File: src/rtl/ps2_kbd_rx.sv
// PS/2 keyboard receiver: synchronises and de-glitches the PS/2 lines,
// deserialises 11-bit frames and queues valid scan codes in a FIFO that
// the IO bus pops with a rising edge on ps2_done.
`timescale 1ns/1ps
module ps2_kbd_rx #(
    parameter int FIFO_DEPTH = 8,
    parameter int FILT       = 8,
    parameter int TIMEOUT    = 65536
) (
    input  logic                          clk,
    input  logic                          rst,
    input  logic                          ps2_clk,
    input  logic                          ps2_dat,
    input  logic                          ps2_done,
    output logic [7:0]                    ps2_data,
    output logic                          ready,
    output logic [$clog2(FIFO_DEPTH):0]   level,
    output logic                          frame_err,
    output logic                          overflow
);

    localparam int AW = $clog2(FIFO_DEPTH);
    localparam int LW = AW + 1;
    localparam int TW = $clog2(TIMEOUT);
    localparam int FW = $clog2(FILT) + 1;

    typedef enum logic [1:0] {
        IDLE,
        DATA,
        PARITY,
        STOP
    } state_t;

    // Input conditioning
    logic          clk_s1_q, clk_s2_q;
    logic          dat_s1_q, dat_s2_q;
    logic          filt_q, filt_prev_q;
    logic [FW-1:0] fcnt_q;
    logic          fall;

    // Frame FSM
    state_t        state_q;
    logic [2:0]    bit_cnt_q;
    logic [7:0]    shift_q;
    logic          parity_q;
    logic [TW-1:0] to_cnt_q;
    logic          frame_err_q;
    logic          push;

    // FIFO
    logic [7:0]    mem_q [FIFO_DEPTH];
    logic [AW-1:0] wr_ptr_q, wr_ptr_d;
    logic [AW-1:0] rd_ptr_q, rd_ptr_d;
    logic [LW-1:0] count_q, count_d;
    logic          overflow_q, overflow_d;
    logic          done_q;
    logic          pop;
    logic          full;
    logic          wr_en;

    // Two-flop synchronisers; idle level of the PS/2 bus is high
    always_ff @(posedge clk) begin
        if (!rst) begin
            clk_s1_q <= 1'b1;
            clk_s2_q <= 1'b1;
            dat_s1_q <= 1'b1;
            dat_s2_q <= 1'b1;
        end else begin
            clk_s1_q <= ps2_clk;
            clk_s2_q <= clk_s1_q;
            dat_s1_q <= ps2_dat;
            dat_s2_q <= dat_s1_q;
        end
    end

    // Glitch filter: follow the synchronised clock only after FILT differing samples in a row
    always_ff @(posedge clk) begin
        if (!rst) begin
            filt_q      <= 1'b1;
            filt_prev_q <= 1'b1;
            fcnt_q      <= '0;
        end else begin
            filt_prev_q <= filt_q;
            if (clk_s2_q == filt_q) begin
                fcnt_q <= '0;
            end else if (fcnt_q == FW'(FILT - 1)) begin
                filt_q <= clk_s2_q;
                fcnt_q <= '0;
            end else begin
                fcnt_q <= fcnt_q + 1'b1;
            end
        end
    end

    assign fall = filt_prev_q & ~filt_q;

    // A byte is accepted on the stop-bit sample when stop=1 and data+parity has odd weight
    assign push = fall && (state_q == STOP) && dat_s2_q && (^{shift_q, parity_q});

    // Frame deserialiser with inactivity timeout
    always_ff @(posedge clk) begin
        if (!rst) begin
            state_q     <= IDLE;
            bit_cnt_q   <= '0;
            shift_q     <= '0;
            parity_q    <= 1'b0;
            to_cnt_q    <= '0;
            frame_err_q <= 1'b0;
        end else begin
            frame_err_q <= 1'b0;
            if (fall) begin
                to_cnt_q <= '0;
                case (state_q)
                    IDLE: begin
                        if (!dat_s2_q) begin
                            state_q   <= DATA;
                            bit_cnt_q <= '0;
                        end
                    end
                    DATA: begin
                        shift_q   <= {dat_s2_q, shift_q[7:1]};
                        bit_cnt_q <= bit_cnt_q + 3'd1;
                        if (bit_cnt_q == 3'd7) begin
                            state_q <= PARITY;
                        end
                    end
                    PARITY: begin
                        parity_q <= dat_s2_q;
                        state_q  <= STOP;
                    end
                    STOP: begin
                        if (!(dat_s2_q && (^{shift_q, parity_q}))) begin
                            frame_err_q <= 1'b1;
                        end
                        state_q <= IDLE;
                    end
                    default: state_q <= IDLE;
                endcase
            end else if (state_q != IDLE) begin
                if (to_cnt_q == TW'(TIMEOUT - 1)) begin
                    state_q     <= IDLE;
                    frame_err_q <= 1'b1;
                    to_cnt_q    <= '0;
                end else begin
                    to_cnt_q <= to_cnt_q + 1'b1;
                end
            end else begin
                to_cnt_q <= '0;
            end
        end
    end

    // Pop only on the rising edge of ps2_done; register resets high to block a pop right after reset
    always_ff @(posedge clk) begin
        if (!rst) begin
            done_q <= 1'b1;
        end else begin
            done_q <= ps2_done;
        end
    end

    assign full  = (count_q == LW'(FIFO_DEPTH));
    assign pop   = ps2_done && !done_q && (count_q != '0);
    // A push into a full FIFO still lands when a pop frees the head slot in the same cycle
    assign wr_en = push && (!full || pop);

    // FIFO pointer, occupancy and overflow next-state
    always_comb begin
        wr_ptr_d   = wr_ptr_q;
        rd_ptr_d   = rd_ptr_q;
        count_d    = count_q;
        overflow_d = overflow_q;
        if (wr_en) begin
            wr_ptr_d = wr_ptr_q + 1'b1;
        end
        if (pop) begin
            rd_ptr_d = rd_ptr_q + 1'b1;
        end
        if (wr_en && !pop) begin
            count_d = count_q + 1'b1;
        end else if (pop && !wr_en) begin
            count_d = count_q - 1'b1;
        end
        if (push && !wr_en) begin
            overflow_d = 1'b1;
        end
    end

    // FIFO control registers
    always_ff @(posedge clk) begin
        if (!rst) begin
            wr_ptr_q   <= '0;
            rd_ptr_q   <= '0;
            count_q    <= '0;
            overflow_q <= 1'b0;
        end else begin
            wr_ptr_q   <= wr_ptr_d;
            rd_ptr_q   <= rd_ptr_d;
            count_q    <= count_d;
            overflow_q <= overflow_d;
        end
    end

    // FIFO storage; contents need no reset since the output is gated by ready
    always_ff @(posedge clk) begin
        if (wr_en) begin
            mem_q[wr_ptr_q] <= shift_q;
        end
    end

    assign ready     = (count_q != '0);
    assign level     = count_q;
    assign ps2_data  = ready ? mem_q[rd_ptr_q] : 8'h00;
    assign frame_err = frame_err_q;
    assign overflow  = overflow_q;

endmodule

File: config.mk
export PLATFORM = sky130hd
export DESIGN_NAME = ps2_kbd_rx
export DESIGN_NICKNAME = d
export VERILOG_FILES = /design/src/rtl/ps2_kbd_rx.sv
export SDC_FILE = /design/constraint.sdc
export NUM_CORES = 1
export LEC_CHECK = 0
export ABC_CLOCK_PERIOD_IN_PS = 5800
export CAP_MARGIN = 20
export CORE_MARGIN = 5
export CORE_UTILIZATION = 60
export DETAILED_ROUTE_END_ITERATION = 8
export PLACE_DENSITY = 0.84
export SLEW_MARGIN = 20
export SYNTH_ARGS = -nofsm -noshare
export SYNTH_HDL_FRONTEND = slang
export SYNTH_SLANG_ARGS = --single-unit
File: constraint.sdc
create_clock -name clk -period 5.8 [get_ports clk]
set_input_delay 1.45 -clock clk [delete_from_list [all_inputs] [get_ports clk]]
set_output_delay 1.45 -clock clk [all_outputs]
set_load 0.1 [all_outputs]
After elaboration in Yosys (flattened, before gate mapping)
Memories as Yosys holds them, arrays and structs flattened. A register that Yosys moved wholly into a read port is not among the register bits.
Cells that the tools add are included.

storage, ports and cells
  flip-flop bits (word level) = 53
  bits in writable memories = 64
  bits of input ports = 5
  output and inout bits = 15
  logic and storage cells = 92
  memories kept = 1

memory list
  name   depth  width  read ports  clocked after memory_dff  write ports  RTL line  source
  mem_q  8      8      1           1                         1            51        logic [7:0] mem_q [FIFO_DEPTH];

cells by class
  $add $sub $neg = 7
  equal/unequal tests = 11
  mux-type cells = 20
  bitwise logic cells = 5
  reductions and logical operators = 30

operator list
  kind                                                 count
  adder 16 x 1 -> 16 bit, second input constant        1
  equality test 16 bit, second input constant          1
  logical AND 1 bit                                    10
  two-way mux 2 bit                                    5
  nonzero test 2 bit                                   5
  adder 3 x 1 -> 3 bit, second input constant          3
  two-way mux 3 bit                                    3
  XOR reduction 9 bit                                  1
  adder 4 x 1 -> 4 bit, second input constant          2
  two-way mux 4 bit                                    2
  two-way mux 8 bit                                    1
  one-hot mux 2 bit (4 select lines)                   1
  two-way mux 1 bit                                    7
  inequality test 3 bit, second input constant         2
  one-hot mux 3 bit (2 select lines)                   1
  AND reduction 2 bit                                  3
  equality test 2 bit, second input constant           2
  equality test 4 x 3 -> 1 bit, second input constant  1
  equality test 4 bit, second input constant           1
  zero test 1 bit                                      4
  inverter 1 bit                                       4
  AND reduction 4 bit                                  1
  nonzero test 4 bit                                   1
  OR reduction 4 bit                                   1
  10 further kinds                                     10

Longest topological paths before layout
  depth after elaboration = 10
  mapped depth = 13
  mapped depth without buffers = 13

Worst setup path after synthesis
Ideal clock, no wire load.

  kind = flip-flop to output port
  start = reg count_q[0] (netlist: level[0])
  end = out ps2_data[0]
  arrival time = 2.640 ns
  required time = 4.350 ns
  path slack = 1.710 ns
  cell stages (with the launch flop) = 3
  path buffers = 0
  path through = dfxtp_1 > nor4_2 > nor2_1

on the way
  longest elaborated chain between the ends = 2

ends and longest elaborated chain
  what                    RTL line  source
  from (decl)             54        logic [LW-1:0] count_q, count_d;
  from (signal assigned)  199       count_q <= count_d;
  nonzero test 4 bit      211       assign ready = (count_q != '0);
  two-way mux 8 bit       213       assign ps2_data = ready ? mem_q[rd_ptr_q] : 8'h00;
  to (decl)               15        output logic [7:0] ps2_data,

Every way passes these cells.

==> impl_metrics.yaml <==
setup_path:
  cp_top_family: "buffers and inverters"
  critPathKind: "flip-flop to output pin"
  start_kind: "flip-flop"
  worst_path_max_delay_cell: "clkdlybuf4s50_1"
  required_ns: 4.35
  critPathCaptureType: "output pin"
  worstPathCellList: "mux4_2 > mux2i_1 > nor2_1 > clkdlybuf4s50_1"
  crit_arrival_ns: 3.09
  max_stage_delay_ns: 1.15
  critPathBufInv: 1
  crit_path_max_fanout: 16
  reg2reg_setup_slack_ns: 2.50
route:
  dr.pass1.iters: 4
  drtIter0Drc: 201
  drt-wirelength-per-cell_um: 17.75
  drt_drc_violations_left: 0
  num_vias: 2985
  viasPerCell: 5.675
  antenna_left: 0
  totalWireLength_mm: 9.338
clocking:
  cts_num_sinks: 120
  clock_path_buffers: 2
  cts-htree-levels: 4
  numCtsBuffers: 17
  cts_setup_buffers: 0
  ctsResizeCount: 0
  cts_hold_buf: 0
  cts-root-buf: "clkbuf_8"
  cts_tree: "built"
  clock_latency_ns: 0.50
  path_clk_slew_ns: 0.06
global_routing:
  gr-usage-all-layers_pct: 20.63
  grt_pass1_wl_mm: 15.24
  first_global_vias: 2977
  overflow: 0
  antenna_found_initial: 0
  grt_max_degree: 24
pwr:
  power_switching_w: 0.0004006
  seqPwrFrac_pct: 46.5
  power.leakage_nw: 2.008
  p_int_w: 0.001515
  power.share.clock_pct: 52.5
  swShare_pct: 20.91
  combinationalPowerShare_pct: 1.0
  ir_worst_vdd_mv: 0.2292
  p_per_area_mw_per_mm2: 329.5
layout:
  final_cell_mix: "edfxtp_1 (64), dfxtp_1 (55), nor2_1 (42)"
  area.sequential_mm2: 0.003044
  area_growth_pct: 18.70
  multi_input_area_mm2: 0.001760
  drive_gt1_share_pct: 14.73
  final_common_cell: "edfxtp_1"
  layout.nets: 427
  fin_cells: 526
  num_antenna_cells: 0
  fillCellCount: 517
synth:
  synth_area_leader_cell: "edfxtp_1"
  post_synth.cell_area_avg_um2: 13.10
  synthFlopType: "edfxtp_1"
  synth_area_mm2: 0.004898
  ys_ff_latch: 120
  synth_edf_count: 64
  seq_area_frac_synth_pct: 62.12
  async_reset_ff_share_pct: 0
  ys_types: 41
  yosys_warnings: 0
  synth_cells: 374
  synth_top_area_share_pct: 39.23
  syn-num-nets: 393
  synth_area_leaders: "edfxtp_1 (39%), dfxtp_1 (23%), mux4_2 (7.4%), ha_1 (3.3%), nor2_1 (3.2%)"
die:
  core_area_mm2: 0.008093
  die_w_um: 100.4
  row_count: 33
  die_h_um: 100.4
  ios: 20
  start_util_pct: 60.53
  die-area_mm2: 0.01007
sta:
  skew_ns: 0.004935
  finalCriticalPeriod_ns: 4.535
  fin_ws_ns: 1.265
  tightest_slew_ns: 0.9819
  slew_headroom_pct: 34.41
  rsz0062_at_grt: "no"
  min_period_over_period_pct: 78.19
  setup_violations: 0
  slew_violations: 0
  hold_viol: 0
  setup_tns_ns: 0
  fmax_mhz: 220.5
hold_path:
  hp-class: "flip-flop to flip-flop"
placement:
  placed_cells: 493
  port-buffer-count: 19
  dp_hpwl_mm: 5.853
  gp_congestion: 0.7683
  post-place-ws_ns: 1.404
flow_run:
  cap_violations: 0
status:
  status: "finished, final reports clean"
==> Yosys cell counts (10+ instances only) <==
| cell | n |
|---|---|
| dfxtp_1 | 56 |
| mux2i_1 | 15 |
| nor2_1 | 42 |
| xor2_1 | 15 |
| a21oi_1 | 16 |
| nand2_1 | 28 |
| nand2b_1 | 11 |
| nand3_1 | 19 |
| edfxtp_1 | 64 |
| xnor2_1 | 10 |
| ha_1 | 13 |
| mux4_2 | 16 |
==> power groups by stage <==
stage / clock [W] / sequential, W / combinational (W)
after CTS: 0.00102 / 0.000891 / 0.0000195
after detailed placement: 0 / 0.000909 / 0.0000194
after global placement: 0 / 0.000909 / 0.0000185
final: 0.00101 / 0.000891 / 0.0000198
after global routing: 0.00107 / 0.000891 / 0.0000219
after floorplan: 0 / 0.000908 / 0.0000130
==> worst paths after layout <==
kind                                  from     endpoint  depth (start not counted)
worst max-delay path             flip-flop  ps2_data[3]                          4
worst min-delay path              clk_s1_q     clk_s2_q                          1
worst max register to register  shift_q[2]     level[3]                         13
worst min register to register    clk_s1_q     clk_s2_q                          1
==> per-stage QoR <==
step                      util [%]  instance area (um^2)  hold WS (ns)  total power (W)
after floorplan                  -                  4898        0.3863        0.0009213
after global placement       64.55                  5224        0.3909        0.0009271
after detailed placement     64.55                  5224        0.3964        0.0009282
after CTS                    71.74                  5806        0.4149         0.001932
after global routing         71.85                  5814        0.4267         0.001983
final                        71.85                  5814        0.4108         0.001916
==> sequential cells by signal, indices dropped and copies added, names as in the netlist, 2 cells and up, named ones only <==
signal and flops:
bit_cnt_q 3, shift_q 8, mem_q 64, to_cnt_q 16, level 4, fcnt_q 4, wr_ptr_q 3, state_q 2
rd_ptr_q 3
==> kinds of logic (layout without fill, tap and decap cells) <==
logic type      after synthesis  in the layout  synth area share [%]
simple gates                127            127                 12.52
flops                       120            120                 62.12
mux                          32             32                 10.88
compound gates               30             30                 3.423
xor+xnor                     27             27                 5.389
buf+inv                      24             71                 1.941
fa+ha+maj                    14             14                 3.729
==> layout make-up <==
type / instances / area share, %
clock buffers: 17 / 7.123
well taps: 105 / 2.260
clock inverters: 15 / 2.884
multi-input cells: 230 / 30.28
repair buffers: 27 / 4.304
flip-flops and latches: 120 / 52.36
inverters: 12 / 0.7962
==> layer usage <==
metal,wire length [um],share of wire (%),GRT usage [%]
met1,3758,40,25.00
met2,4978,53,35.22
met3,449,4.8,5.629
met4,151,1.6,7.876
met5,0,0,0
No activity file was read; power rests on OpenSTA's default activity.
